[src/rtl/ram_64_8_pkg.sv]
`default_nettype none
// ============================================================================
//  Module   : ram_64_8_pkg
//  Purpose  : Shared types and constants for the 64x8 frame-buffer fill stage.
//             Holds the writer FSM state encoding and buffer geometry.
//  Revision : 1.0  initial release
// ============================================================================
package ram_64_8_pkg;

  localparam int ADDR_W    = 6;
  localparam int DATA_W    = 8;
  localparam int BUF_DEPTH = 2 ** ADDR_W;
  localparam int MIN_LEN   = 2;

  // A frame is good when all bytes, checksum included, sum to this value.
  localparam logic [7:0] CKSUM_OK = 8'h00;

  typedef enum logic [1:0] {
    IDLE    = 2'd0,
    RECV    = 2'd1,
    DISCARD = 2'd2,
    HOLD    = 2'd3
  } state_t;

endpackage
`default_nettype wire

[src/rtl/ram_64_8_frame_writer.sv]
`default_nettype none
// ============================================================================
//  Module   : ram_64_8_frame_writer
//  Purpose  : Fill stage for the 64x8 frame buffer. Writes an SOF/EOF framed
//             byte stream into the buffer from address 0, verifies the
//             additive checksum and holds a good frame until the reader
//             acknowledges it.
//  Ports    : clk, rst_n            clock, async active-low reset
//             rx_data/vld/sof/eof   incoming byte stream
//             c_addr/c_din/c_wen    buffer write port (registered)
//             frame_rdy/frame_len   good frame resident, payload length
//             frame_ack             reader done, releases buffer
//             err_cksum/len/drop    one-cycle error pulses
//             busy                  FSM not idle
//  Revision : 1.0  initial release
// ============================================================================
module ram_64_8_frame_writer #(
  parameter int ADDR_W  = ram_64_8_pkg::ADDR_W,
  parameter int DATA_W  = ram_64_8_pkg::DATA_W,
  parameter int MIN_LEN = ram_64_8_pkg::MIN_LEN
) (
  input  logic              clk,
  input  logic              rst_n,
  input  logic [DATA_W-1:0] rx_data,
  input  logic              rx_vld,
  input  logic              rx_sof,
  input  logic              rx_eof,
  output logic [ADDR_W-1:0] c_addr,
  output logic [DATA_W-1:0] c_din,
  output logic              c_wen,
  output logic              frame_rdy,
  output logic [ADDR_W-1:0] frame_len,
  input  logic              frame_ack,
  output logic              err_cksum,
  output logic              err_len,
  output logic              err_drop,
  output logic              busy
);
  import ram_64_8_pkg::*;

  // Byte counter is one bit wider than the address so it can reach the full
  // buffer depth and recognise the first byte that does not fit.
  localparam logic [ADDR_W:0] c_depth   = (ADDR_W + 1)'(2 ** ADDR_W);
  localparam logic [ADDR_W:0] c_min_len = (ADDR_W + 1)'(MIN_LEN);
  localparam logic [ADDR_W:0] c_one     = (ADDR_W + 1)'(1);

  state_t            r_state, state_d;
  logic [ADDR_W:0]   r_cnt, cnt_d;
  logic [DATA_W-1:0] r_sum, sum_d;
  logic [ADDR_W-1:0] r_addr, addr_d;
  logic [DATA_W-1:0] r_din, din_d;
  logic              r_wen, wen_d;
  logic              r_rdy, rdy_d;
  logic [ADDR_W-1:0] r_len, len_d;
  logic              r_err_cksum, err_cksum_d;
  logic              r_err_len, err_len_d;
  logic              r_err_drop, err_drop_d;

  logic              w_accept;
  logic [ADDR_W:0]   w_cnt_base;
  logic [ADDR_W:0]   w_tot;
  logic [DATA_W-1:0] w_sum_acc;

  always_comb begin
    state_d     = r_state;
    cnt_d       = r_cnt;
    sum_d       = r_sum;
    addr_d      = r_addr;
    din_d       = r_din;
    wen_d       = 1'b0;
    rdy_d       = r_rdy;
    len_d       = r_len;
    err_cksum_d = 1'b0;
    err_len_d   = 1'b0;
    err_drop_d  = 1'b0;
    w_accept    = 1'b0;

    // An SOF byte restarts counting and summing from scratch, whether it
    // opens a frame from IDLE or aborts a partial frame in RECV.
    w_cnt_base = rx_sof ? '0 : r_cnt;
    w_tot      = w_cnt_base + c_one;
    w_sum_acc  = (rx_sof ? '0 : r_sum) + rx_data;

    case (r_state)
      IDLE: begin
        w_accept = rx_vld && rx_sof;
      end
      RECV: begin
        w_accept = rx_vld && (rx_sof || (r_cnt != c_depth));
        // Byte that would overflow the buffer: flag once and skip the rest.
        if (rx_vld && !w_accept) begin
          err_len_d = 1'b1;
          state_d   = rx_eof ? IDLE : DISCARD;
        end
      end
      DISCARD: begin
        if (rx_vld && rx_eof) state_d = IDLE;
      end
      HOLD: begin
        // All non-SOF bytes are ignored here, which also covers the tail of
        // a dropped frame including its EOF.
        if (rx_vld && rx_sof) err_drop_d = 1'b1;
        if (frame_ack) begin
          state_d = IDLE;
          rdy_d   = 1'b0;
        end
      end
      default: state_d = IDLE;
    endcase

    if (w_accept) begin
      wen_d   = 1'b1;
      addr_d  = w_cnt_base[ADDR_W-1:0];
      din_d   = rx_data;
      cnt_d   = w_tot;
      sum_d   = w_sum_acc;
      state_d = RECV;
      if (rx_eof) begin
        if (w_tot < c_min_len) begin
          err_len_d = 1'b1;
          state_d   = IDLE;
        end else if (w_sum_acc != DATA_W'(CKSUM_OK)) begin
          err_cksum_d = 1'b1;
          state_d     = IDLE;
        end else begin
          rdy_d   = 1'b1;
          // Payload length excludes the checksum byte: total - 1.
          len_d   = w_cnt_base[ADDR_W-1:0];
          state_d = HOLD;
        end
      end
    end
  end

  always_ff @(posedge clk or negedge rst_n) begin
    if (!rst_n) begin
      r_state     <= IDLE;
      r_cnt       <= '0;
      r_sum       <= '0;
      r_addr      <= '0;
      r_din       <= '0;
      r_wen       <= 1'b0;
      r_rdy       <= 1'b0;
      r_len       <= '0;
      r_err_cksum <= 1'b0;
      r_err_len   <= 1'b0;
      r_err_drop  <= 1'b0;
    end else begin
      r_state     <= state_d;
      r_cnt       <= cnt_d;
      r_sum       <= sum_d;
      r_addr      <= addr_d;
      r_din       <= din_d;
      r_wen       <= wen_d;
      r_rdy       <= rdy_d;
      r_len       <= len_d;
      r_err_cksum <= err_cksum_d;
      r_err_len   <= err_len_d;
      r_err_drop  <= err_drop_d;
    end
  end

  assign c_addr    = r_addr;
  assign c_din     = r_din;
  assign c_wen     = r_wen;
  assign frame_rdy = r_rdy;
  assign frame_len = r_len;
  assign err_cksum = r_err_cksum;
  assign err_len   = r_err_len;
  assign err_drop  = r_err_drop;
  assign busy      = (r_state != IDLE);

endmodule
`default_nettype wire

[config.mk]
export PLATFORM = sky130hd
export DESIGN_NAME = ram_64_8_frame_writer
export DESIGN_NICKNAME = d
export VERILOG_FILES = /design/src/rtl/ram_64_8_pkg.sv /design/src/rtl/ram_64_8_frame_writer.sv
export SDC_FILE = /design/constraint.sdc
export NUM_CORES = 1
export LEC_CHECK = 0
export ABC_AREA = 1
export ABC_CLOCK_PERIOD_IN_PS = 3000
export CORE_ASPECT_RATIO = 1.75
export CORE_MARGIN = 2
export CORE_UTILIZATION = 25
export CTS_CLUSTER_SIZE = 8
export DETAILED_ROUTE_END_ITERATION = 10
export HOLD_SLACK_MARGIN = 0.1
export SYNTH_ARGS = -nofsm -noshare
export SYNTH_HDL_FRONTEND = slang
export SYNTH_SLANG_ARGS = --single-unit
export TNS_END_PERCENT = 100
[constraint.sdc]
create_clock -name clk -period 3 [get_ports clk]
set_input_delay 0.75 -clock clk [delete_from_list [all_inputs] [get_ports clk]]
set_output_delay 0.75 -clock clk [all_outputs]
set_load 0.03 [all_outputs]
==> metrics.cfg <==
[critical_path]
cp_top_family = simple AND/OR/NAND/NOR gates
crit_path_top_delay_cell = fa_1
critical_path_class = in2reg
cp_common_cell = nand2_1
startpoint = rx_data[1]
startpoint_type = input pin
critPathMaxFanout = 7
path_depth = 13
critPathMaxStageDelay_ns = 0.53
rr_startpoint = r_sum[0]
critPathBufInv = 4
critical_path_required_ns = 3.22
cp-endpoint = frame_len[1]
endpoint_kind = register
r2r_cells = 15
crit_arrival_ns = 2.98
reg2reg_slack_ns = 0.61
r2r-end = frame_len[1]
crit_chain = clkdlybuf4s50_1 -> inv_1 -> fa_1 -> inv_1 -> or2_2 -> nor2_2 -> nand2_1 -> nor2_1 -> nand2_1 -> nor2_4 -> buf_6 -> nand4_1 -> nand2_1

[route]
first_pass_iters = 4
vias = 2205
drtIter0Drc = 72
drt-total-wl_um = 5910
final_antenna_net_count = 0
drc = 0
vias_per_cell = 4.32
routedWlPerCell_um = 11.6

[synthesis]
synthesis.area_um2 = 2380
yosysUniqueCellTypes = 28
synth_top_area_share_pct = 44.1
ys_top_cells_by_area = dfrtp_1 (44%), nand2_1 (19%), inv_1 (6.3%), nor2_1 (4.9%), nand3_1 (4.4%)
ys_ff_latch = 42
yosysTopAreaCell = dfrtp_1
synth_flop_cell = dfrtp_1
postSynthAreaPerCell_um2 = 7.33
synth_nets = 348
yosys_warnings = 0
ys_seq_area_share_pct = 44.1
synth_edf_count = 0
synthArstFlopShare_pct = 100
netlist_instances = 325

[floorplan]
die_y_um = 133
initial_core_util_pct = 25.5
die_area_um2 = 10400
core-area_um2 = 9350
io_pins = 40
num_rows = 47
dieWidth_um = 77.8

[clock_network]
cts_buffer_depth = 2
clkLatencyLatePin_ns = 0.29
postCtsSetupBuffers = 0
cts_tree = yes
cts_buffers = 5
root_buffer = clkbuf_16
clock_sinks = 42
htree_levels = 2
clk_pin_slew_ns = 0.06

[timing]
fmax_mhz = 362
fin_crit_ns = 2.76
worstMarginPinSlew_ns = 0.553
slew_viol_final = 0
rsz0062_at_grt = no
setup_viol = 0
finClkSkew_ns = 0.00567
period_share_pct = 92.0
fin_ws_ns = 0.240
max_slew_margin_pct = 63.1
finalSetupTns_ns = 0
final-hold-violation-count = 0

[pwr]
powerDensity_nw_per_um2 = 799
leakagePower_nw = 1.66
power_mw = 2.58
irDropWorstVdd_mv = 0.252

[grt]
grt_max_degree = 34
grt_overflow = 0
antenna_found_initial = 0
grt_first_pass_wirelength_um = 10000
grt_use_total_pct = 12.3
grt_pass1_vias = 2229

[place]
port_buffers = 39
dp_slack_ns = -0.301
hpwl_um = 4640
placed_cells_incl_taps = 502
gp_congestion = 0.783
placed_cell_area_um2 = 3060

[hold_path]
hp-class = in2async

[finish]
design_area_um2 = 3230
drive_above_1_share_pct = 12.1
fin_nets = 410
area_growth_pct = 35.8
final_common_cell = nand2_1
layout.cells.non_filler = 510
num_antenna_cells = 0
final_cell_mix = nand2_1 (119), dfrtp_1 (42), inv_1 (40)

[job]
maxCapViolations = 0

[outcome]
status = finished clean

-- cell type report --
class | instances | area [um^2]
Fill cell | 966 | 6120
Multi-Input combinational cell | 233 | 1140
Sequential cell | 42 | 1050
Timing Repair Buffer | 61 | 572
Inverter | 44 | 165
Tap cell | 122 | 153
Clock buffer | 7 | 143
Clock inverter | 1 | 5.00
-- how the worst min path moves through the flow --
stage                      start           end  slack (ns)  cells past startpoint
floorplan                  rst_n     c_addr[0]        0.45                      0
global placement       c_addr[5]     c_addr[5]        0.46                      2
detailed placement  frame_len[2]  frame_len[2]        0.46                      2
CTS                        rst_n      c_din[3]        0.47                      1
global route               rst_n      r_sum[4]        0.49                      1
finish                     rst_n      c_din[3]        0.45                      1
-- kinds of logic after synthesis --
| group | after synthesis | share of synthesized area [%] |
|---|---|---|
| compound gates | 31 | 7.30 |
| xor+xnor | 3 | 1.42 |
| flops | 42 | 44.1 |
| buf+inv | 50 | 8.30 |
| fa+ha+maj | 9 | 5.04 |
| simple gates | 190 | 33.8 |
-- flip-flops by register name, indices dropped and copies added (netlist names) --
signal,count
r_state,2
c_addr,6
c_din,8
frame_rdy,1
err_drop,1
err_cksum,1
err_len,1
r_cnt,7
r_sum,8
frame_len,6
c_wen,1
-- cells in the mapped netlist, types with 2 or more instances --
library cell  number
a21oi_1            3
nand3_1           21
inv_1             40
inv_2              4
dfrtp_1           42
o21ai_0           21
o21ai_1            3
buf_2              5
nor2_1            31
nand2_1          119
nor2_2             2
nand4_1            8
nand2_2            2
ha_1               8
nand3_2            3
-- through the flow --
stage	hold slack [ns]	util (%)
final	0.448	34.6
after global routing	0.490	34.6
after CTS	0.475	34.4
after detailed placement	0.463	32.8
after global placement	0.456	32.8
after floorplan	0.453	-
-- where the power goes --
group	total, mW	switching (mW)	internal, mW	leakage (nW)
registers	0.828	0.0973	0.730	0.551
logic	1.21	0.735	0.474	1.04
clock network	0.546	0.216	0.330	0.0739
-- timing repair --
| item | 4_1_cts | 5_1_grt |
|---|---|---|
| pin swaps | 0 | 3 |
| hold endpoints to repair | 0 | 0 |
| gates resized for setup | 1 | 5 |
| endpoints found under the setup margin | 1 | 8 |
| hold buffers | 0 | 0 |
-- routing by layer --
layer / GRT usage (%) / up-vias / wire length [um]
li1: - / 1136 / -
met1: 12.3 / 1008 / 2230
met2: 22.4 / 42 / 3200
met3: 1.90 / 19 / 166
met4: 9.23 / 0 / 320
met5: 0 / - / 0
Note: power is estimated with default switching activity, not from simulation.
